## src/rtl/aes_pkg.sv

```systemverilog
// Purpose: shared mode/state types, last-round constants and lookup for the AES round sequencer.
// Latency: n/a (types, constants and a pure function only).
// Backpressure: n/a.
package aes_pkg;

  // Key-length selection as driven to aes_rounddata; 11 is an alias of AES-256.
  typedef enum logic [1:0] {
    AES_128     = 2'b00,
    AES_192     = 2'b01,
    AES_256     = 2'b10,
    AES_256_ALT = 2'b11
  } aes_mode_t;

  localparam logic [3:0] LAST_ROUND_128 = 4'd10;
  localparam logic [3:0] LAST_ROUND_192 = 4'd12;
  localparam logic [3:0] LAST_ROUND_256 = 4'd14;

  typedef enum logic [1:0] {
    IDLE = 2'b00,
    ARK0 = 2'b01,
    SUB  = 2'b10,
    CAPT = 2'b11
  } aes_seq_state_t;

  function automatic logic [3:0] last_round(input aes_mode_t mode);
    case (mode)
      AES_128: return LAST_ROUND_128;
      AES_192: return LAST_ROUND_192;
      default: return LAST_ROUND_256;
    endcase
  endfunction

endpackage

```

## src/rtl/aes_seq_counter.sv

```systemverilog
// Purpose: round / width_sel counter pair with clear, increment and terminal-count flags.
// Latency: counts update one edge after clr/inc; terminal counts are combinational on the flops.
// Backpressure: none; the owning FSM decides when to increment.
// Ports: clk, reset (sync, active-high); clr zeroes both counters and wins over the increments;
//   rnd_inc/ws_inc advance round/width_sel; last_rnd is the round index that raises rnd_tc;
//   ws_tc is high while width_sel holds the final sub-cycle index.
module aes_seq_counter
  import aes_pkg::*;
#(
  parameter int SUB_CYCLES = 16
) (
  input  logic       clk,
  input  logic       reset,
  input  logic       clr,
  input  logic       rnd_inc,
  input  logic       ws_inc,
  input  logic [3:0] last_rnd,
  output logic [3:0] round,
  output logic [3:0] width_sel,
  output logic       ws_tc,
  output logic       rnd_tc
);

  localparam logic [3:0] WS_LAST = 4'(SUB_CYCLES - 1);

  logic [3:0] round_q, round_d;
  logic [3:0] width_sel_q, width_sel_d;

  assign round     = round_q;
  assign width_sel = width_sel_q;
  assign ws_tc     = (width_sel_q == WS_LAST);
  assign rnd_tc    = (round_q == last_rnd);

  always_comb begin
    round_d     = round_q;
    width_sel_d = width_sel_q;
    if (clr) begin
      round_d     = 4'd0;
      width_sel_d = 4'd0;
    end else begin
      if (rnd_inc) round_d = round_q + 4'd1;
      // The sub-cycle sweep is the only counter that wraps.
      if (ws_inc)  width_sel_d = ws_tc ? 4'd0 : width_sel_q + 4'd1;
    end
  end

  always_ff @(posedge clk) begin
    if (reset) begin
      round_q     <= 4'd0;
      width_sel_q <= 4'd0;
    end else begin
      round_q     <= round_d;
      width_sel_q <= width_sel_d;
    end
  end

endmodule

```

## src/rtl/aes_round_sequencer.sv

```systemverilog
// Purpose: AES state register + round FSM feeding aes_rounddata (ARK0, then SUB sweep + CAPT per round).
// Latency: accept edge to done pulse = 1 + last_round*(SUB_CYCLES+1) cycles (171/205/239).
// Backpressure: ready only in IDLE; start while busy is dropped, no queueing.
// Ports: start/mode/plaintext in (sampled on accept), rd_data_out in from aes_rounddata;
//   rd_data_in/round/width_sel/mode_q out to aes_rounddata; ready/busy/done/ciphertext status.
// Option: define AES_SEQ_ABORT_EN to add an 'abort' input that returns to IDLE without done.
module aes_round_sequencer
  import aes_pkg::*;
#(
  parameter int SUB_CYCLES = 16
) (
  input  logic         clk,
  input  logic         reset,
`ifdef AES_SEQ_ABORT_EN
  input  logic         abort,
`endif
  input  logic         start,
  input  logic [1:0]   mode,
  input  logic [127:0] plaintext,
  input  logic [127:0] rd_data_out,
  output logic [127:0] rd_data_in,
  output logic [3:0]   round,
  output logic [3:0]   width_sel,
  output logic [1:0]   mode_q,
  output logic         ready,
  output logic         busy,
  output logic         done,
  output logic [127:0] ciphertext
);

  aes_seq_state_t state_q, state_d;
  logic [127:0]   data_q, data_d;
  logic [127:0]   ct_q, ct_d;
  logic [1:0]     mode_d;
  logic           done_q, done_d;

  logic cnt_clr, rnd_inc, ws_inc, ws_tc, rnd_tc;

  aes_seq_counter #(
    .SUB_CYCLES(SUB_CYCLES)
  ) u_cnt (
    .clk      (clk),
    .reset    (reset),
    .clr      (cnt_clr),
    .rnd_inc  (rnd_inc),
    .ws_inc   (ws_inc),
    .last_rnd (last_round(aes_mode_t'(mode_q))),
    .round    (round),
    .width_sel(width_sel),
    .ws_tc    (ws_tc),
    .rnd_tc   (rnd_tc)
  );

  assign rd_data_in = data_q;
  assign ciphertext = ct_q;
  assign done       = done_q;
  assign ready      = (state_q == IDLE);
  assign busy       = (state_q != IDLE);

  always_comb begin
    state_d = state_q;
    data_d  = data_q;
    mode_d  = mode_q;
    ct_d    = ct_q;
    done_d  = 1'b0;
    cnt_clr = 1'b0;
    rnd_inc = 1'b0;
    ws_inc  = 1'b0;
    case (state_q)
      IDLE: begin
        if (start) begin
          data_d  = plaintext;
          mode_d  = mode;
          cnt_clr = 1'b1;
          state_d = ARK0;
        end
      end
      ARK0: begin
        // Initial AddRoundKey result comes straight back from aes_rounddata.
        data_d  = rd_data_out;
        rnd_inc = 1'b1;
        state_d = SUB;
      end
      SUB: begin
        // State is held while aes_rounddata walks the bytes.
        ws_inc = 1'b1;
        if (ws_tc) state_d = CAPT;
      end
      CAPT: begin
        data_d = rd_data_out;
        if (rnd_tc) begin
          ct_d    = rd_data_out;
          done_d  = 1'b1;
          state_d = IDLE;
        end else begin
          rnd_inc = 1'b1;
          state_d = SUB;
        end
      end
      default: state_d = IDLE;
    endcase
`ifdef AES_SEQ_ABORT_EN
    // Abort drops the block: no done, ciphertext untouched, counters zeroed.
    if (abort && (state_q != IDLE)) begin
      state_d = IDLE;
      data_d  = data_q;
      ct_d    = ct_q;
      done_d  = 1'b0;
      cnt_clr = 1'b1;
      rnd_inc = 1'b0;
      ws_inc  = 1'b0;
    end
`endif
  end

  always_ff @(posedge clk) begin
    if (reset) begin
      state_q <= IDLE;
      data_q  <= '0;
      mode_q  <= 2'b00;
      ct_q    <= '0;
      done_q  <= 1'b0;
    end else begin
      state_q <= state_d;
      data_q  <= data_d;
      mode_q  <= mode_d;
      ct_q    <= ct_d;
      done_q  <= done_d;
    end
  end

endmodule
```

## config.mk

```make
export PLATFORM = sky130hd
export DESIGN_NAME = aes_round_sequencer
export DESIGN_NICKNAME = d
export VERILOG_FILES = /design/src/rtl/aes_pkg.sv /design/src/rtl/aes_seq_counter.sv /design/src/rtl/aes_round_sequencer.sv
export SDC_FILE = /design/constraint.sdc
export NUM_CORES = 1
export LEC_CHECK = 0
export CAP_MARGIN = 20
export CELL_PAD_IN_SITES_DETAIL_PLACEMENT = 1
export CELL_PAD_IN_SITES_GLOBAL_PLACEMENT = 1
export CORE_ASPECT_RATIO = 0.7
export CORE_MARGIN = 10
export CORE_UTILIZATION = 32
export CTS_CLUSTER_SIZE = 12
export DETAILED_ROUTE_END_ITERATION = 7
export PLACE_DENSITY_LB_ADDON = 0.1
export RECOVER_POWER = 100
export SLEW_MARGIN = 20
export SYNTH_ARGS = -nofsm -noshare
export SYNTH_HDL_FRONTEND = slang
export SYNTH_SLANG_ARGS = --single-unit
```

## constraint.sdc

```tcl
create_clock -name clk -period 2.9 [get_ports clk]
set_input_delay 0.29 -clock clk [delete_from_list [all_inputs] [get_ports clk]]
set_output_delay 0.29 -clock clk [all_outputs]
set_load 0.02 [all_outputs]
```

; ---- Word level (Yosys, flattened, before mapping)
; Cells that the tools add are included.
[word_totals]
register_bits = 269
inputBits = 261
output_inout_bits = 269
wordCells = 43
[classes]
addsub = 2
eq_ne = 8
muxes = 14
bitwise = 1
n_reduce_logical = 11
[ops]
columns = cell, n
row1 = one-hot mux 128 bit (2 select lines), 1
row2 = two-way mux 128 bit, 1
row3 = "adder 4 x 1 -> 4 bit, second input constant", 2
row4 = one-hot mux 2 bit (4 select lines), 1
row5 = AND reduction 2 bit, 4
row6 = two-way mux 2 bit, 3
row7 = one-hot mux 3 bit (2 select lines), 1
row8 = OR reduction 2 bit, 3
row9 = two-way mux 1 bit, 5
row10 = "== test 2 x 1 -> 1 bit, second input constant", 2
row11 = "== test 2 bit, second input constant", 2
row12 = == test 4 bit, 1
row13 = "== test 4 bit, second input constant", 1
row14 = zero test 2 bit, 2
row15 = two-way mux 4 bit, 1
row16 = nonzero test 2 bit, 2
row17 = "inequality test 2 x 1 -> 1 bit, second input constant", 1
row18 = "inequality test 2 bit, second input constant", 1
row19 = one-hot mux 1 bit (2 select lines), 1
row20 = NOT 1 bit, 1

; ---- Logic depth before layout (Yosys ltp)
; Gate-level depths: netlist (run 1).
[logic_depth]
ltp_word = 5
depth_mapped = 7
depth_no_buf = 5

; ---- By module
; Synthesis (run 1) repeated with hierarchy kept, for this count alone.
[hier_totals]
cells_unflattened = 1079
hier_area_um2 = 10462.5
[modules_own_cells]
columns = mod, n_inst, cells_per_inst, area_each_um2, seq_area_each_um2
row1 = aes_round_sequencer, 1, 1037, 10070.9, 5225.0
row2 = aes_seq_counter, 1, 42, 391.6, 160.2

; ---- Worst setup path before layout (run 1)
; OpenSTA, ideal clock, no wires.
[synth_path]
path_type = register to register
from = reg u_cnt.round_q[1] (netlist: u_cnt.round[1])
to = reg ct_q[29] (netlist: ciphertext[29])
setup_ns = 0.128
t_arrival_ns = 1.879
required_ns = 2.772
setup_slack_ns = 0.894
path_stages_with_launch = 7
path_buffers = 2
synth_period_minus_slack_ns = 2.006
path_cell_list = dfxtp_1 -> or4b_4 -> a311oi_4 -> buf_6 -> buf_6 -> mux2i_1 -> nor2_1
[synth_between]
elab_chain_cells = 2
[synth_lines]
columns = element, line
row1 = start: declaration, aes_seq_counter.sv:26  ; logic [3:0] round_q, round_d;
row2 = start signal: assignment, aes_seq_counter.sv:52  ; round_q <= round_d;
row3 = == test 4 bit, aes_seq_counter.sv:32  ; assign rnd_tc = (round_q == last_rnd);
row4 = AND reduction 2 bit (no source line), -
row5 = end signal: assignment, aes_round_sequencer.sv:127  ; ct_q <= ct_d;
row6 = end: declaration, aes_round_sequencer.sv:33  ; logic [127:0] ct_q, ct_d;
; No other way between the ends.
; A chain may end at the register's enable or synchronous reset.

; ---- Final worst setup path (run 1)
[layout_path]
from = reg state_q[0]
to = reg data_q[79] (netlist: rd_data_in[79])
[layout_between]
elab_chain_cells = 4
word_cells_on_any_way = 8
classes_between = 3 x eq/ne / 1 x mux / 4 x reduce/logical
[layout_lines]
columns = element, line
row1 = start: declaration, aes_round_sequencer.sv:31  ; aes_seq_state_t state_q, state_d;
row2 = start signal: assignment, aes_round_sequencer.sv:124  ; state_q <= state_d;
row3 = == test 2 bit / == test 2 x 1 -> 1 bit (equally long branches), aes_round_sequencer.sv:69  ; case (state_q)
row4 = OR reduction 2 bit (no source line), -
row5 = nonzero test 2 bit (no source line), -
row6 = AND reduction 2 bit (no source line), -
row7 = end signal: assignment, aes_round_sequencer.sv:125  ; data_q <= data_d;
row8 = end: declaration, aes_round_sequencer.sv:32  ; logic [127:0] data_q, data_d;
; Several ways; a longest one is shown, not always the timed one.

==> flow_summary_export.csv, run 1 <==
group,metric,value,unit
cts,root_buffer,"clkbuf_16",
final_layout,drive_above_1_share,3.53,%
cts,cts_hold_buf,0,
floorplan,die-area,41100,µm²
global_route,grt_start_max_net_pins,149,
worst_setup_path,critPathMaxStageDelay,1.25,ns
worst_setup_path,path_class,"reg -> reg",
final_layout,area_growth,60.4,%
cts,cts_resized,0,
yosys,ys_ff_latch,269,
sta,worst_pin_slew,1.74,ns
yosys,yosysSeqAreaShare,50.5,%
cts,post_cts_buffers,0,
route,drt-total-wl,46.2,mm
placement,dp.final_hpwl,35.1,mm
worst_setup_path,endpoint_kind,"flop",
final_layout,register_area,5390,µm²
pwr,p_per_area,537,nW/µm²
floorplan,fp.coreArea,32600,µm²
floorplan,ioPinCount,530,
yosys,synth_top_area_cell,"dfxtp_1",
cts,clock_latency,0.56,ns
final_layout,multi_input_area,4830,µm²
route,drc,0,
yosys,syn_inst,1051,
sta,slew_headroom,-16.1,%
final_layout,instances_no_fill,1988,
sta,fin_worst_skew,0.0232,ns
route,post_drt_wl_per_cell,23.3,µm
floorplan,fp.dieH,173,µm
pwr,peakVddDrop,0.330,mV
pwr,leakage,0.00675,µW
status,status,"finished with violations",
floorplan,die_w,238,µm
pwr,fin_total_pwr,9190,µW
yosys,synth_nets,1314,
worst_setup_path,cp_max_fo,46,
cts,htree_num_levels,1,
route,ant_nets,0,
sta,setup_tns,0,ns
sta,timing.final.crit_share,80.8,%
cts,cts_tree,"done",
flow_run,cap_violations,1,
sta,period_minus_slack,2.34,ns
route,vias,9648,
sta,final_max_slew_viol_count,47,
worst_setup_path,path_cells,"clkbuf_2, mux2i_1, a211oi_1",
global_route,grt_pass1_wl,67.3,mm
cts,clk_pin_slew,0.06,ns
worst_setup_path,critPathLaunchType,"flop",
yosys,yosys.area.top_type_share,50.5,%
sta,finalHoldViolCount,0,
sta,finalWorstSetupSlack,0.558,ns
floorplan,start_util,32.7,%
final_layout,final_util,52.4,%
floorplan,num_rows,55,
global_route,track_usage,21.3,%
hold_path,hold_class,"in -> reg",
global_route,grt_pass1_vias,9984,
sta,rsz0062_at_grt,"false",
route,viasPerCell,4.85,
yosys,synth.area.top_cells,"dfxtp_1 51%, mux2i_1 24%, nor2_1 9.3%",
worst_setup_path,reg2reg_slack,0.56,ns
yosys,syn_area,10700,µm²
sta,setup_viol,0,
placement,port_buffers,529,
worst_setup_path,slowest_stage,"clkbuf_2",
route,drt_first_pass_iters,4,
global_route,gr-total-overflow,0,
global_route,antenna_found_initial,8,
final_layout,final_nets,1798,
yosys,ys_warn_count,0,
yosys,yosysUniqueCellTypes,33,
final_layout,fillers,3546,
placement,gp_congestion,0.775,
cts,clk_path_buf_depth,3,
cts,numCtsBuffers,29,
cts,clock-sinks,269,
status,violations,"capacitance limit, slew limit",
route,drt_iter0_markers,357,
yosys,syn_area_per_cell,10.1,µm²
sta,max_freq,427,MHz
worst_setup_path,critical_path_required,3.36,ns
worst_setup_path,worstPathArrival,2.80,ns
placement,dpl_worst_slack,0.646,ns
placement,placedCellCount,1931,
[registers in the layout (all words and copies together) (netlist names)]
signal / count
done: 1
u_cnt.width_sel: 4
ciphertext: 128
rd_data_in: 128
u_cnt.round: 4
state_q: 2
mode_q: 2
[worst max-delay path: cells and delay by family (launching register included)]
kind / cells / cell delay [ns]
compound gates: 1 / 0.33
buf+inv: 1 / 1.25
flops: 1 / 0.39
mux: 1 / 0.21
[final cells by class]
cell class              instances  share of cell area [%]
inverters                       3                  0.0658
flip-flops and latches        269                    31.5
diodes                          5                  0.0732
repair buffers                540                    31.8
clock inverters                 8                   0.424
clock buffers                  44                    4.75
multi-input cells             692                    28.3
well taps                     427                    3.12
[report_power, final]
group	internal [µW]	switching, µW	total (µW)
combinational	795	853	1650
sequential	3890	94.2	3980
clock	2010	1550	3560
total	6690	2500	9190
[cells by family (layout without fill, tap and decap cells)]
logic type / count (synthesis) / after routing / synth area share [%]
AND/OR/NAND/NOR: 286 / 286 / 10.6
flip-flops: 269 / 269 / 50.5
multiplexers: 260 / 260 / 24.4
AO/OA/AOI/OAI: 142 / 142 / 9.99
buffers and inverters: 90 / 595 / 4.13
adder cells (fa/ha/maj): 2 / 2 / 0.235
XOR/XNOR: 2 / 2 / 0.164
other: 0 / 5 / 0
[synthesized netlist by cell type]
| library cell | count |
|---|---|
| nor2b_1 | 2 |
| nand4bb_1 | 1 |
| dfxtp_1 | 269 |
| buf_1 | 9 |
| nand4_1 | 1 |
| ha_1 | 2 |
| inv_1 | 1 |
| a311oi_4 | 1 |
| or2_1 | 1 |
| o21ai_1 | 1 |
| xor2_1 | 2 |
| or3_1 | 2 |
| nor3b_1 | 1 |
| a31oi_1 | 2 |
| nor4b_1 | 1 |
| inv_2 | 2 |
| clkbuf_1 | 57 |
| buf_4 | 3 |
| o21ai_0 | 2 |
| nand2_1 | 4 |
| nor3_1 | 3 |
| a21oi_1 | 5 |
| a31o_1 | 2 |
| nor2_1 | 265 |
| buf_6 | 11 |
| nand3_1 | 2 |
| mux2i_1 | 260 |
| nor4_1 | 1 |
| a211oi_1 | 128 |
| nand3b_1 | 1 |
| or4b_4 | 1 |
| a21o_1 | 1 |
| buf_2 | 7 |
[routing by layer]
layer	up-vias	global-route usage [%]	wire length, µm	share of wire, %
met5	-	0	43	0.093
met4	8	6.05	1400	3.0
met3	77	8.59	3930	8.5
met2	280	37.4	23100	50
met1	4605	23.2	17800	39
li1	4678	-	-	-
[placed cells by master, fill, tap and decap left out, types with 2 or more instances in the layout]
cell and n:
a31oi_1 2, buf_4 3, dlygate4sd3_1 269, nand3_1 2, clkbuf_2 2, inv_1 2, xor2_1 2, clkinv_2 5
diode_2 5, clkbuf_16 29, nor2_1 265, mux2i_1 260, a31o_1 2, o21ai_0 2, or3_1 2, a21oi_1 5
nor2b_1 2, dfxtp_1 268, a211oi_1 128, clkdlybuf4s50_1 259, clkbuf_8 4, nor3_1 3, nand2_1 4, buf_12 5
clkbuf_1 13, ha_1 2
[stage by stage]
| stage | hold slack [ns] | instance area, µm² |
|---|---|---|
| after global placement | 0.471 | 16200 |
| after CTS | 0.182 | 17100 |
| after detailed placement | 0.480 | 16200 |
| final | 0.207 | 17100 |
| after global routing | 0.214 | 17100 |
| after floorplan | 0.437 | 10700 |
[path summary, 6_finish.rpt]
kind            startpoint        endpoint  cells after the start
max             state_q[0]  rd_data_in[79]                      3
min                  reset  ciphertext[92]                      2
max reg2reg     state_q[0]  rd_data_in[79]                      3
min reg2reg  ciphertext[1]   ciphertext[1]                      2
Power figures use the tool's default switching activity.
==> run 2, diff against run 1 <==
- CORE_UTILIZATION: 32 -> 29
- clock period: 2.9 -> 2.2 ns (I/O delays scaled with it)
==> run 2 against run 1 <==
Global-route usage fell by 1.9 points. First-iteration DRC count fell by 18%. Final cell count rose by 3.6%. Sequential cell count did not move. Critical path type unchanged. Via count barely moved. Largest power group unchanged. Sequential power rose by 32%. Design area rose by 2.1%. Fmax rose by 12%. The flow now finishes without violations.
==> flow_summary_export.csv, run 2 (synthesis gave the netlist of run 1 again) <==
group,metric,value,unit
global_route,gr-total-overflow,0,
route,drt_first_pass_iters,4,
route,drc,0,
pwr,p_clk_share,40.9,%
worst_setup_path,critical_path_required,2.62,ns
route,vias,9646,
pwr,p_per_area,729,nW/µm²
floorplan,die-area,45000,µm²
floorplan,num_rows,58,
cts,root_buffer,"clkbuf_16",
sta,final_max_slew_viol_count,0,
route,drt_iter0_markers,293,
final_layout,final_cell_area,17500,µm²
final_layout,final_nets,1813,
flow_run,cap_violations,0,
sta,worst_pin_slew,1.07,ns
pwr,leakage,0.00616,µW
sta,timing.hold.ws,0.0841,ns
sta,slew_headroom,28.8,%
placement,dp.final_hpwl,35.2,mm
pwr,switching_share,26.1,%
status,status,"finished, final reports clean",
pwr,power_frac_comb,17.8,%
sta,finalHoldViolCount,0,
final_layout,drive_above_1_share,5.03,%
worst_setup_path,cp_max_fo,64,
cts,clock-sinks,269,
sta,period_minus_slack,2.10,ns
pwr,p_int,9410,µW
final_layout,final_cell_mix,"528 x clkdlybuf4s50_1, 268 x dfxtp_1, 264 x nor2_1",
global_route,grtUsageMet3,6.91,%
route,viasPerCell,4.68,
pwr,p_seq_share,41.3,%
floorplan,die_w,249,µm
global_route,met1_usage,21.5,%
global_route,busiest_layer,"met2",
sta,fin_worst_skew,0.0209,ns
cts,clk_pin_slew,0.06,ns
global_route,track_usage,19.4,%
placement,gp_congestion,0.771,
cts,htree_num_levels,1,
hold_path,hold_class,"in -> reg",
floorplan,ioPinCount,530,
final_layout,area_growth,63.8,%
global_route,grt_util_met2,34.7,%
sta,max_freq,477,MHz
pwr,peakVddDrop,0.446,mV
cts,post_cts_buffers,0,
worst_setup_path,path_class,"reg -> reg",
placement,port_buffers,529,
sta,setup_viol,0,
global_route,grt_pass1_vias,10200,
floorplan,fp.coreArea,36100,µm²
placement,place_area,16400,µm²
route,drt-total-wl,46.1,mm
pwr,p_sw,3320,µW
final_layout,layout_commonest_cell,"clkdlybuf4s50_1",
global_route,grt_pass1_wl,68.5,mm
floorplan,fp.dieH,180,µm
floorplan,start_util,29.6,%
worst_setup_path,endpoint_kind,"flop",
route,post_drt_wl_per_cell,22.4,µm
route,ant_nets,0,
global_route,grt_start_max_net_pins,121,
worst_setup_path,worstPathArrival,2.52,ns
cts,cts_tree,"done",
cts,numCtsBuffers,30,
sta,timing.final.crit_share,95.3,%
worst_setup_path,critPathLaunchType,"flop",
cts,clk_path_buf_depth,3,
cts,clock_latency,0.56,ns
sta,rsz0062_at_grt,"true",
global_route,antenna_found_initial,9,
run 2: cell count changes in the layout (fill, tap and decap cells not counted), sizes merged:
cell,before,now
inv,4,3
clkdlybuf4s50,259,528
diode,5,7
dlygate4sd3,269,0
bufinv,1,3
buf,8,19
clkinv,6,8
clkbuf,48,50
run 2: what timing repair did:
action	4_1_cts	5_1_grt
endpoints found under the hold margin	0	0
resized for setup	1	1
endpoints found under the setup margin	1	7
hold buffers	0	0
pin swaps	0	0
run 2: through the flow:
stage | std cells | util [%] | power, µW | TNS, ns | setup slack [ns]
2_1_floorplan | 1051 | - | 6360 | 0 | 0.194
3_3_place_gp | 1998 | 45.6 | 7630 | 0 | 0.136
3_5_place_dp | 1998 | 45.6 | 7670 | 0 | 0.0960
4_1_cts | 2052 | 48.4 | 12900 | 0 | 0.0558
5_1_grt | 2059 | 48.4 | 13300 | -0.0171 | -0.00699
6_report | 2059 | 48.4 | 12700 | 0 | 0.103
run 2: final timing paths:
kind | startpoint | end | slack, ns | cells past startpoint
setup / recovery | mode_q[1] | ciphertext[122] | 0.10 | 5
setup reg to reg | mode_q[1] | ciphertext[122] | 0.10 | 5
hold reg to reg | ciphertext[124] | ciphertext[124] | 0.49 | 2
hold / removal | reset | ciphertext[1] | 0.08 | 2
run 2: layout make-up:
cell class	instances	area, µm²
inverter	3	11.3
antenna	7	17.5
sequential	269	5390
fill	3955	18600
timing repair buffer	554	5590
clock buffer	43	891
multi-input combinational	692	4840
tap	480	601
clock inverter	11	130
run 2: critical path, stage by stage (launching register included):
cell and delay (ns):
dfxtp_1 0.32, or4b_4 0.56, a311oi_4 0.27, clkbuf_16 0.44, mux2i_1 0.28, nor2_1 0.06
run 2: power groups by stage:
| stage | clock, µW | sequential, µW | combinational, µW |
|---|---|---|---|
| CTS | 5370 | 5260 | 2320 |
| detailed placement | 0 | 5360 | 2300 |
| floorplan | 0 | 5660 | 700 |
| global route | 5590 | 5290 | 2440 |
| finish | 5210 | 5250 | 2270 |
| global placement | 0 | 5350 | 2280 |
run 2: routing by layer:
layer	vias up	part of all wire (%)
met1	4631	40
met2	251	51
met5	-	0.067
met3	63	7.1
li1	4695	-
met4	6	2.3
